[config.mk]
export PLATFORM = sky130hd
export DESIGN_NAME = alu_req_scheduler
export DESIGN_NICKNAME = d
export VERILOG_FILES = /design/src/rtl/alu_req_scheduler.sv
export SDC_FILE = /design/constraint.sdc
export NUM_CORES = 1
export LEC_CHECK = 0
export CORE_UTILIZATION = 43
export DETAILED_ROUTE_END_ITERATION = 6
export PLACE_DENSITY = 0.89
export SYNTH_ARGS = -nofsm -noshare
export SYNTH_HDL_FRONTEND = slang
export SYNTH_SLANG_ARGS = --single-unit
[constraint.sdc]
create_clock -name clk -period 2.8 [get_ports clk]
set_input_delay 0.42 -clock clk [delete_from_list [all_inputs] [get_ports clk]]
set_output_delay 0.42 -clock clk [all_outputs]
set_load 0.02 [all_outputs]
[src/rtl/alu_req_scheduler.sv]
// Round-robin scheduler sharing one registered ALU among NUM_REQ requesters.
// Commands are decoded into ALU control fields; illegal opcodes never reach the ALU.
//
// state | meaning
// IDLE  | waiting for a request; grants one round-robin winner
// ISSUE | ALU enabled for one cycle with decoded fields
// WAIT  | ALU result settles into C; captured at end of cycle
// RESP  | response held until rsp_ready
module alu_req_scheduler #(
    parameter int DATA_WIDTH = 5,
    parameter int NUM_REQ    = 4,
    parameter int ID_WIDTH   = 2
) (
    input  logic                          clk,
    input  logic                          rst,
    input  logic [NUM_REQ-1:0]            req_valid,
    output logic [NUM_REQ-1:0]            req_ready,
    input  logic [4*NUM_REQ-1:0]          req_op,
    input  logic [DATA_WIDTH*NUM_REQ-1:0] req_a,
    input  logic [DATA_WIDTH*NUM_REQ-1:0] req_b,
    output logic                          rsp_valid,
    input  logic                          rsp_ready,
    output logic [ID_WIDTH-1:0]           rsp_id,
    output logic [DATA_WIDTH:0]           rsp_data,
    output logic                          rsp_err,
    output logic                          alu_en,
    output logic                          alu_a_en,
    output logic                          alu_b_en,
    output logic [2:0]                    alu_a_op,
    output logic [1:0]                    alu_b_op,
    output logic [DATA_WIDTH-1:0]         alu_a,
    output logic [DATA_WIDTH-1:0]         alu_b,
    input  logic [DATA_WIDTH:0]           alu_c,
    output logic                          busy
);

    typedef enum logic [1:0] {S_IDLE, S_ISSUE, S_WAIT, S_RESP} state_t;

    state_t                  r_state;
    state_t                  w_next;
    logic [ID_WIDTH-1:0]     r_ptr;
    logic [ID_WIDTH-1:0]     r_id;
    logic [3:0]              r_op;
    logic [DATA_WIDTH-1:0]   r_a;
    logic [DATA_WIDTH-1:0]   r_b;
    logic [DATA_WIDTH:0]     r_data;
    logic                    r_err;

    logic                    w_gnt_found;
    logic [ID_WIDTH-1:0]     w_gnt_idx;
    logic [3:0]              w_gnt_op;
    logic                    w_gnt_legal;
    logic                    w_dec_a_en;
    logic                    w_dec_b_en;
    logic [2:0]              w_dec_a_op;
    logic [1:0]              w_dec_b_op;

    // Search starts one past the last winner so every requester gets a turn.
    always_comb begin
        w_gnt_found = 1'b0;
        w_gnt_idx   = '0;
        for (int k = 1; k <= NUM_REQ; k++) begin
            logic [ID_WIDTH-1:0] w_idx;
            w_idx = ID_WIDTH'((int'(r_ptr) + k) % NUM_REQ);
            if (!w_gnt_found && req_valid[w_idx]) begin
                w_gnt_found = 1'b1;
                w_gnt_idx   = w_idx;
            end
        end
    end

    assign w_gnt_op    = req_op[4*int'(w_gnt_idx) +: 4];
    assign w_gnt_legal = (w_gnt_op <= 4'd8);

    always_comb begin
        w_dec_a_en = 1'b0;
        w_dec_b_en = 1'b0;
        w_dec_a_op = 3'd0;
        w_dec_b_op = 2'd0;
        case (r_op)
            4'd0: begin w_dec_a_en = 1'b1; w_dec_a_op = 3'd0; end
            4'd1: begin w_dec_a_en = 1'b1; w_dec_a_op = 3'd1; end
            4'd2: begin w_dec_a_en = 1'b1; w_dec_a_op = 3'd2; end
            4'd3: begin w_dec_a_en = 1'b1; w_dec_a_op = 3'd3; end
            4'd4: begin w_dec_a_en = 1'b1; w_dec_a_op = 3'd5; end
            4'd5: begin w_dec_a_en = 1'b1; w_dec_a_op = 3'd6; end
            4'd6: begin w_dec_b_en = 1'b1; w_dec_b_op = 2'd0; end
            4'd7: begin w_dec_a_en = 1'b1; w_dec_b_en = 1'b1; w_dec_b_op = 2'd2; end
            4'd8: begin w_dec_a_en = 1'b1; w_dec_b_en = 1'b1; w_dec_b_op = 2'd3; end
            default: ;
        endcase
    end

    always_comb begin
        w_next = r_state;
        case (r_state)
            S_IDLE:  if (w_gnt_found) w_next = w_gnt_legal ? S_ISSUE : S_RESP;
            S_ISSUE: w_next = S_WAIT;
            S_WAIT:  w_next = S_RESP;
            S_RESP:  if (rsp_ready) w_next = S_IDLE;
            default: w_next = S_IDLE;
        endcase
    end

    always_ff @(posedge clk) begin
        if (rst) begin
            r_state <= S_IDLE;
            r_ptr   <= ID_WIDTH'(NUM_REQ - 1);
            r_id    <= '0;
            r_op    <= '0;
            r_a     <= '0;
            r_b     <= '0;
            r_data  <= '0;
            r_err   <= 1'b0;
        end else begin
            r_state <= w_next;
            case (r_state)
                S_IDLE: begin
                    if (w_gnt_found) begin
                        r_ptr  <= w_gnt_idx;
                        r_id   <= w_gnt_idx;
                        r_op   <= w_gnt_op;
                        r_err  <= !w_gnt_legal;
                        r_data <= '0;
                        // Operands only move for legal ops so the ALU inputs hold otherwise.
                        if (w_gnt_legal) begin
                            r_a <= req_a[DATA_WIDTH*int'(w_gnt_idx) +: DATA_WIDTH];
                            r_b <= req_b[DATA_WIDTH*int'(w_gnt_idx) +: DATA_WIDTH];
                        end
                    end
                end
                S_WAIT:  r_data <= alu_c;
                default: ;
            endcase
        end
    end

    assign req_ready = (r_state == S_IDLE && w_gnt_found) ? (NUM_REQ'(1) << w_gnt_idx) : '0;
    assign busy      = (r_state != S_IDLE);
    assign alu_en    = (r_state == S_ISSUE);
    assign alu_a_en  = alu_en && w_dec_a_en;
    assign alu_b_en  = alu_en && w_dec_b_en;
    assign alu_a_op  = alu_en ? w_dec_a_op : 3'd0;
    assign alu_b_op  = alu_en ? w_dec_b_op : 2'd0;
    assign alu_a     = r_a;
    assign alu_b     = r_b;
    assign rsp_valid = (r_state == S_RESP);
    assign rsp_id    = r_id;
    assign rsp_data  = r_data;
    assign rsp_err   = r_err;

endmodule

; Yosys cells after proc, flatten, opt, wreduce, memory -nomap -nowiden
; Index checks and enable logic that the tools add are counted.
[totals]
ff_bits = 27
latch_bits = 0
ramBits = 0
mem_bits_ro = 0
output_inout_bits = 33
wordCells = 84
memories = 0
[classes]
addsub = 4
n_mul = 1
n_div = 0
n_lt_le_gt_ge = 5
eq_ne = 13
shift = 4
mux = 29
bitwise_logic = 0
n_reduce_logical = 20
[ops]
columns = operator, count
row1 = 20-bit by 32-bit indexed part select with 5-bit output, 1
row2 = 20-bit by 6-bit indexed part select with 5-bit output, 1
row3 = "4-bit by 3-bit == test with 1-bit output, second input constant", 4
row4 = 2-bit two-way mux, 8
row5 = 16-bit by 5-bit indexed part select with 4-bit output, 1
row6 = 3-bit case mux with 5 select lines, 1
row7 = "2-bit by 3-bit < comparator with 1-bit output, second input constant", 4
row8 = 6-bit case mux with 2 select lines, 1
row9 = 1-bit two-way mux, 10
row10 = 1-bit binary-select mux with 2-bit select, 4
row11 = "4-bit by 2-bit == test with 1-bit output, second input constant", 2
row12 = 2-bit case mux with 4 select lines, 1
row13 = 8-bit OR reduction, 1
row14 = 1-bit logical AND, 6
row15 = 6-bit two-way mux, 1
row16 = 2-bit AND reduction, 3
row17 = "3-bit by 2-bit multiplier with 5-bit output, first input constant", 1
row18 = "2-bit by 1-bit adder with 2-bit output, second input constant", 2
row19 = "2-bit adder, second input constant", 2
row20 = "2-bit == test, second input constant", 2
row21 = "4-bit by 1-bit == test with 1-bit output, second input constant", 1
row22 = "4-bit == test, second input constant", 1
row23 = "4-bit less-or-equal comparator, second input constant", 1
row24 = 1-bit zero test, 4
row25 = other kinds (12), 13

; Longest topological paths before layout
[logic_depth]
word_depth = 18
ltp_mapped = 10
depth_no_buf = 7

; Least setup slack after synthesis
; OpenSTA, ideal clock, no wires.
[synth_path]
path_type = register -> output
from = register r_ptr[1]
to = output port req_ready[3]
arrival_ns = 1.640
required_time_ns = 2.380
slack_ns = 0.740
path_stages_with_launch = 8
cell_sequence = dfxtp_1 buf_6 nand2b_1 a31oi_4 buf_6 clkbuf_1 nand2_1 nor2_1
[synth_via]
elab_chain_len = 15
word_cells_on_any_way = 29
classes_between = 4 x add/sub / 1 x shift / 17 x mux / 7 x reduce/logical
[synth_rtl]
columns = element, line_no
row1 = "start, declared", 41  ; logic [ID_WIDTH-1:0] r_ptr;
row2 = "start signal, assigned", 108  ; r_ptr <= ID_WIDTH'(NUM_REQ - 1);
row3 = "start signal, assigned", 120  ; r_ptr <= w_gnt_idx;
row4 = 2-bit by 1-bit adder with 2-bit output, 64  ; w_idx = ID_WIDTH'((int'(r_ptr) + k) % NUM_REQ);
row5 = 1-bit binary-select mux with 2-bit select, 65  ; if (!w_gnt_found && req_valid[w_idx]) begin
row6 = 1-bit two-way mux (not written as such), 65
row7 = 1-bit two-way mux, 65
row8 = 1-bit zero test, 65
row9 = 1-bit logical AND, 65
row10 = 1-bit two-way mux, 65
row11 = 1-bit zero test, 65
row12 = 1-bit logical AND, 65
row13 = 1-bit two-way mux, 65
row14 = 1-bit zero test, 65
row15 = 1-bit logical AND, 65
row16 = 2-bit two-way mux / 1-bit two-way mux (equally long branches), 65
row17 = 1-bit by 2-bit << shifter with 4-bit output / 1-bit logical AND (equally long branches), 138  ; assign req_ready = (r_state == S_IDLE && w_gnt_found) ? (NUM_REQ'(1) << w_gnt_idx) : '0;
row18 = 4-bit two-way mux (*), 138
row19 = "end, declared", 17  ; output logic [NUM_REQ-1:0] req_ready,
; Every way passes the cells marked *; elsewhere a longest branch is shown, timed or not. The select of a mux whose other input is x is not followed.

; Worst setup path after layout
[layout_path]
from = input port req_valid[3]
to = output port req_ready[2]
[layout_via]
elab_chain_len = 14
word_cells_on_any_way = 25
classes_between = 1 x shift / 17 x mux / 7 x reduce/logical
[layout_rtl]
columns = element, line_no
row1 = "start, declared", 16  ; input logic [NUM_REQ-1:0] req_valid,
row2 = 1-bit binary-select mux with 2-bit select, 65
row3 = 1-bit two-way mux (not written as such), 65
row4 = 1-bit two-way mux, 65
row5 = 1-bit zero test, 65
row6 = 1-bit logical AND, 65
row7 = 1-bit two-way mux, 65
row8 = 1-bit zero test, 65
row9 = 1-bit logical AND, 65
row10 = 1-bit two-way mux, 65
row11 = 1-bit zero test, 65
row12 = 1-bit logical AND, 65
row13 = 2-bit two-way mux / 1-bit two-way mux (equally long branches), 65
row14 = 1-bit by 2-bit << shifter with 4-bit output / 1-bit logical AND (equally long branches), 138
row15 = 4-bit two-way mux (*), 138
; Marked as above.

==> results.txt <==
Total net switching power: 1.095 mW
Met2 Track Usage GR: 46.94%
Post-synth EDFFs: 0
Reg2reg start: r_ptr[1]$_SDFFE_PP1P_
H-tree levels: 1
Switching Fraction: 43.27%
Synth cell types: 43
Part of the power in registers: 25.6%
CTS Buf Count: 3
Die W: 68.46 um
Fin nets: 417
WP data required: 2.38 ns
CP endpoint kind: output pin
Worst Path Buf+Inv: 2
DRC Markers: 0
Critical Path Start Type: input port
Yosys warning count: 0
Post-Syn Instances: 241
Post-Route Skew: 0.004267 ns
Area Overhead vs Synth: 61.33%
Max stage delay on crit path: 0.59 ns
Count leader, synth: nand2_1
Area contributors post-synth: dfxtp_1 (28%), nand2_1 (6.9%), mux2i_1 (6.3%)
CTS Hold Buffers Added: 0
Fin crit share: 95.06%
Clk sinks: 27
Clock share of power: 8.8%
Gr usage total: 25.29%
#FFs+latches synth: 27
Met1 Track Usage GR: 28.13%
Die ar.: 0.004687 mm^2
Worst Tran Pin Value: 0.7126 ns
Fillcell total: 328
Post-DP HPWL: 4.219 mm
Cell mode on critical path: clkdlybuf4s50_1
1st-iter DRT viols: 84
Placed instance area: 0.003002 mm^2
Worst skew pair latency: 0.27 ns
Clock-pin slew on the worst setup and hold paths: 0.09 ns
Setup TNS: 0 ns
Wirelength per Cell: 14.15 um
Worst EP arrival: 2.24 ns
Min Tclk post-route: 2.662 ns
Die Y: 68.46 um
IO Pins: 102
# Max-Cap Violations: 0
Fmax achieved: 375.7 MHz
Critical path, cell by cell: clkdlybuf4s50_1 > mux2i_2 > o21ai_2 > nor2_2 > and3_1 > clkdlybuf4s50_1
Post-Syn Area: 0.001899 mm^2
Post-synthesis sequential area ratio: 28.46%
Peak supply drop: 0.3558 mV
Ant. Diodes: 0
I/O Buffers: 101
Top-area cell type share of the netlist area: 28.46%
Internal Power: 1.435 mW
# setup viols final: 0
Clock tree buffer depth: 2
Avg Synthesized Cell Area: 7.881 um^2
Post-synth top area cell: dfxtp_1
Cell Rows: 23
Hold/Removal Path Class: flip-flop to flip-flop
GPL Wtd Cong: 0.7780
Global route total overflow: 0
Hold Startpoint: rsp_id[1]$_SDFFE_PP0P_
Kind of critical path: input port to output pin
First-pass GRT wire length: 8.832 mm
Layer with the highest usage: met2
Initial Utilization: 46.15%
Initial antenna violation count: 0
Root Buffer: clkbuf_8
Setup crit start: req_valid[3]
Final instance area: 0.003064 mm^2
Worst hold slack: 0.4662 ns
Grt met3 use: 6.833%
Syn_nets: 315
Max-slew headroom: 51.99%
Via density: 5.457
Final ANT Viol Nets: 0
Vias: 2,139
Critical path's top delay family: buffers and inverters
Slew Viols, Final: 0
Post-synth ARST share: 0%
Outcome: finished, final reports clean
Final Hold Viols: 0
Largest net degree at the start of global routing: 28
RSZ-0062 raised after global routing: no
Synth cell count leaders: nand2_1 (35), dfxtp_1 (27), nor2_1 (21)
Logic gate share of total power: 65.6%
Pre-antenna DRT Iters: 4
PD cells: 825.7 mW/mm^2
Layout cells sized above 1: 8.480%
Crit path max-delay cell type: clkdlybuf4s50_1
Leak pwr: 1.247 nW
CTS tree: yes
Drt total wl: 5.548 mm
Number of global-route vias before repair: 2,012
Core box area: 0.004115 mm^2
Crit path max fanout: 6
Most used DFF post-synth: dfxtp_1
## cell type report
class	count	area [um^2]	area share (%)
timing repair buffer	114	1141	37.24
clock buffer	4	45.04	1.470
tap	50	62.56	2.042
multi-input combinational	190	1249	40.75
sequential	27	540.5	17.64
inverter	7	26.28	0.8575
## registers in the layout, summed over array words and instances (netlist names)
name	flops
alu_a	5
alu_b	5
r_op	4
r_ptr	2
r_state	2
rsp_data	6
rsp_err	1
rsp_id	2
## cell families after synthesis
group / synth area share, %
AND/OR/NAND/NOR: 28.13
AO/OA/AOI/OAI: 25.76
flip-flops: 28.46
buffers and inverters: 5.929
multiplexers: 8.432
adder cells (fa/ha/maj): 3.294
## cells in the final DEF (no fill, tap or decap), drive strengths merged, types with 4 or more instances in the layout
cell type and count:
a211oi 12, a21oi 15, a22oi 6, a311o 10
and3 11, buf 13, clkbuf 4, clkdlybuf4s50 98
dfxtp 27, ha 5, inv 7, mux2i 13
nand2 35, nand2b 19, nand3 4, nor2 23
o21ai 9
## repair_timing
action                                  CTS  global route
endpoints found under the setup margin    0             4
setup buffers                             0             1
gates resized for setup                   0             4
## metrics by stage
| step | cells | setup slack (ns) | utilization (%) | total power [mW] |
|---|---|---|---|---|
| final | 392 | 0.1384 | 74.46 | 2.530 |
| after global routing | 392 | 0.01968 | 74.46 | 2.721 |
| after CTS | 391 | 0.002056 | 74.03 | 2.529 |
| after detailed placement | 387 | 0.005491 | 72.94 | 2.298 |
| after global placement | 387 | 0.09550 | 72.94 | 2.267 |
| after floorplan | 241 | 0.7398 | - | 1.673 |
## tightest hold or removal path: cells and delay by family (launching register included)
kind            cells  cell delay, ns
simple gates        1            0.05
flops               1            0.32
compound gates      1            0.05
## power groups by stage
| stage | Sequential, mW | Combinational (mW) | Clock [mW] |
|---|---|---|---|
| after floorplan | 0.720 | 0.953 | 0 |
| after global placement | 0.647 | 1.62 | 0 |
| after detailed placement | 0.649 | 1.65 | 0 |
| after CTS | 0.644 | 1.66 | 0.224 |
| after global routing | 0.665 | 1.81 | 0.243 |
| final | 0.647 | 1.66 | 0.222 |
## path summary, 6_finish.rpt
| path | end | slack, ns | depth (start not counted) |
|---|---|---|---|
| hold reg to reg | rsp_id[1]$_SDFFE_PP0P_ | 0.47 | 2 |
| setup / recovery | req_ready[2] | 0.14 | 6 |
| setup reg to reg | alu_b[4]$_SDFFE_PP0P_ | 0.47 | 10 |
| hold / removal | rsp_id[1]$_SDFFE_PP0P_ | 0.47 | 2 |
## metal layers
| metal | part of all wire [%] | vias up | routed length, um |
|---|---|---|---|
| met5 | 0 | - | 0 |
| met3 | 6.5 | 6 | 361 |
| met1 | 42 | 997 | 2351 |
| met4 | 0.87 | 0 | 48 |
| li1 | - | 1063 | - |
| met2 | 50 | 73 | 2787 |
(Power assumes the default switching activity.)
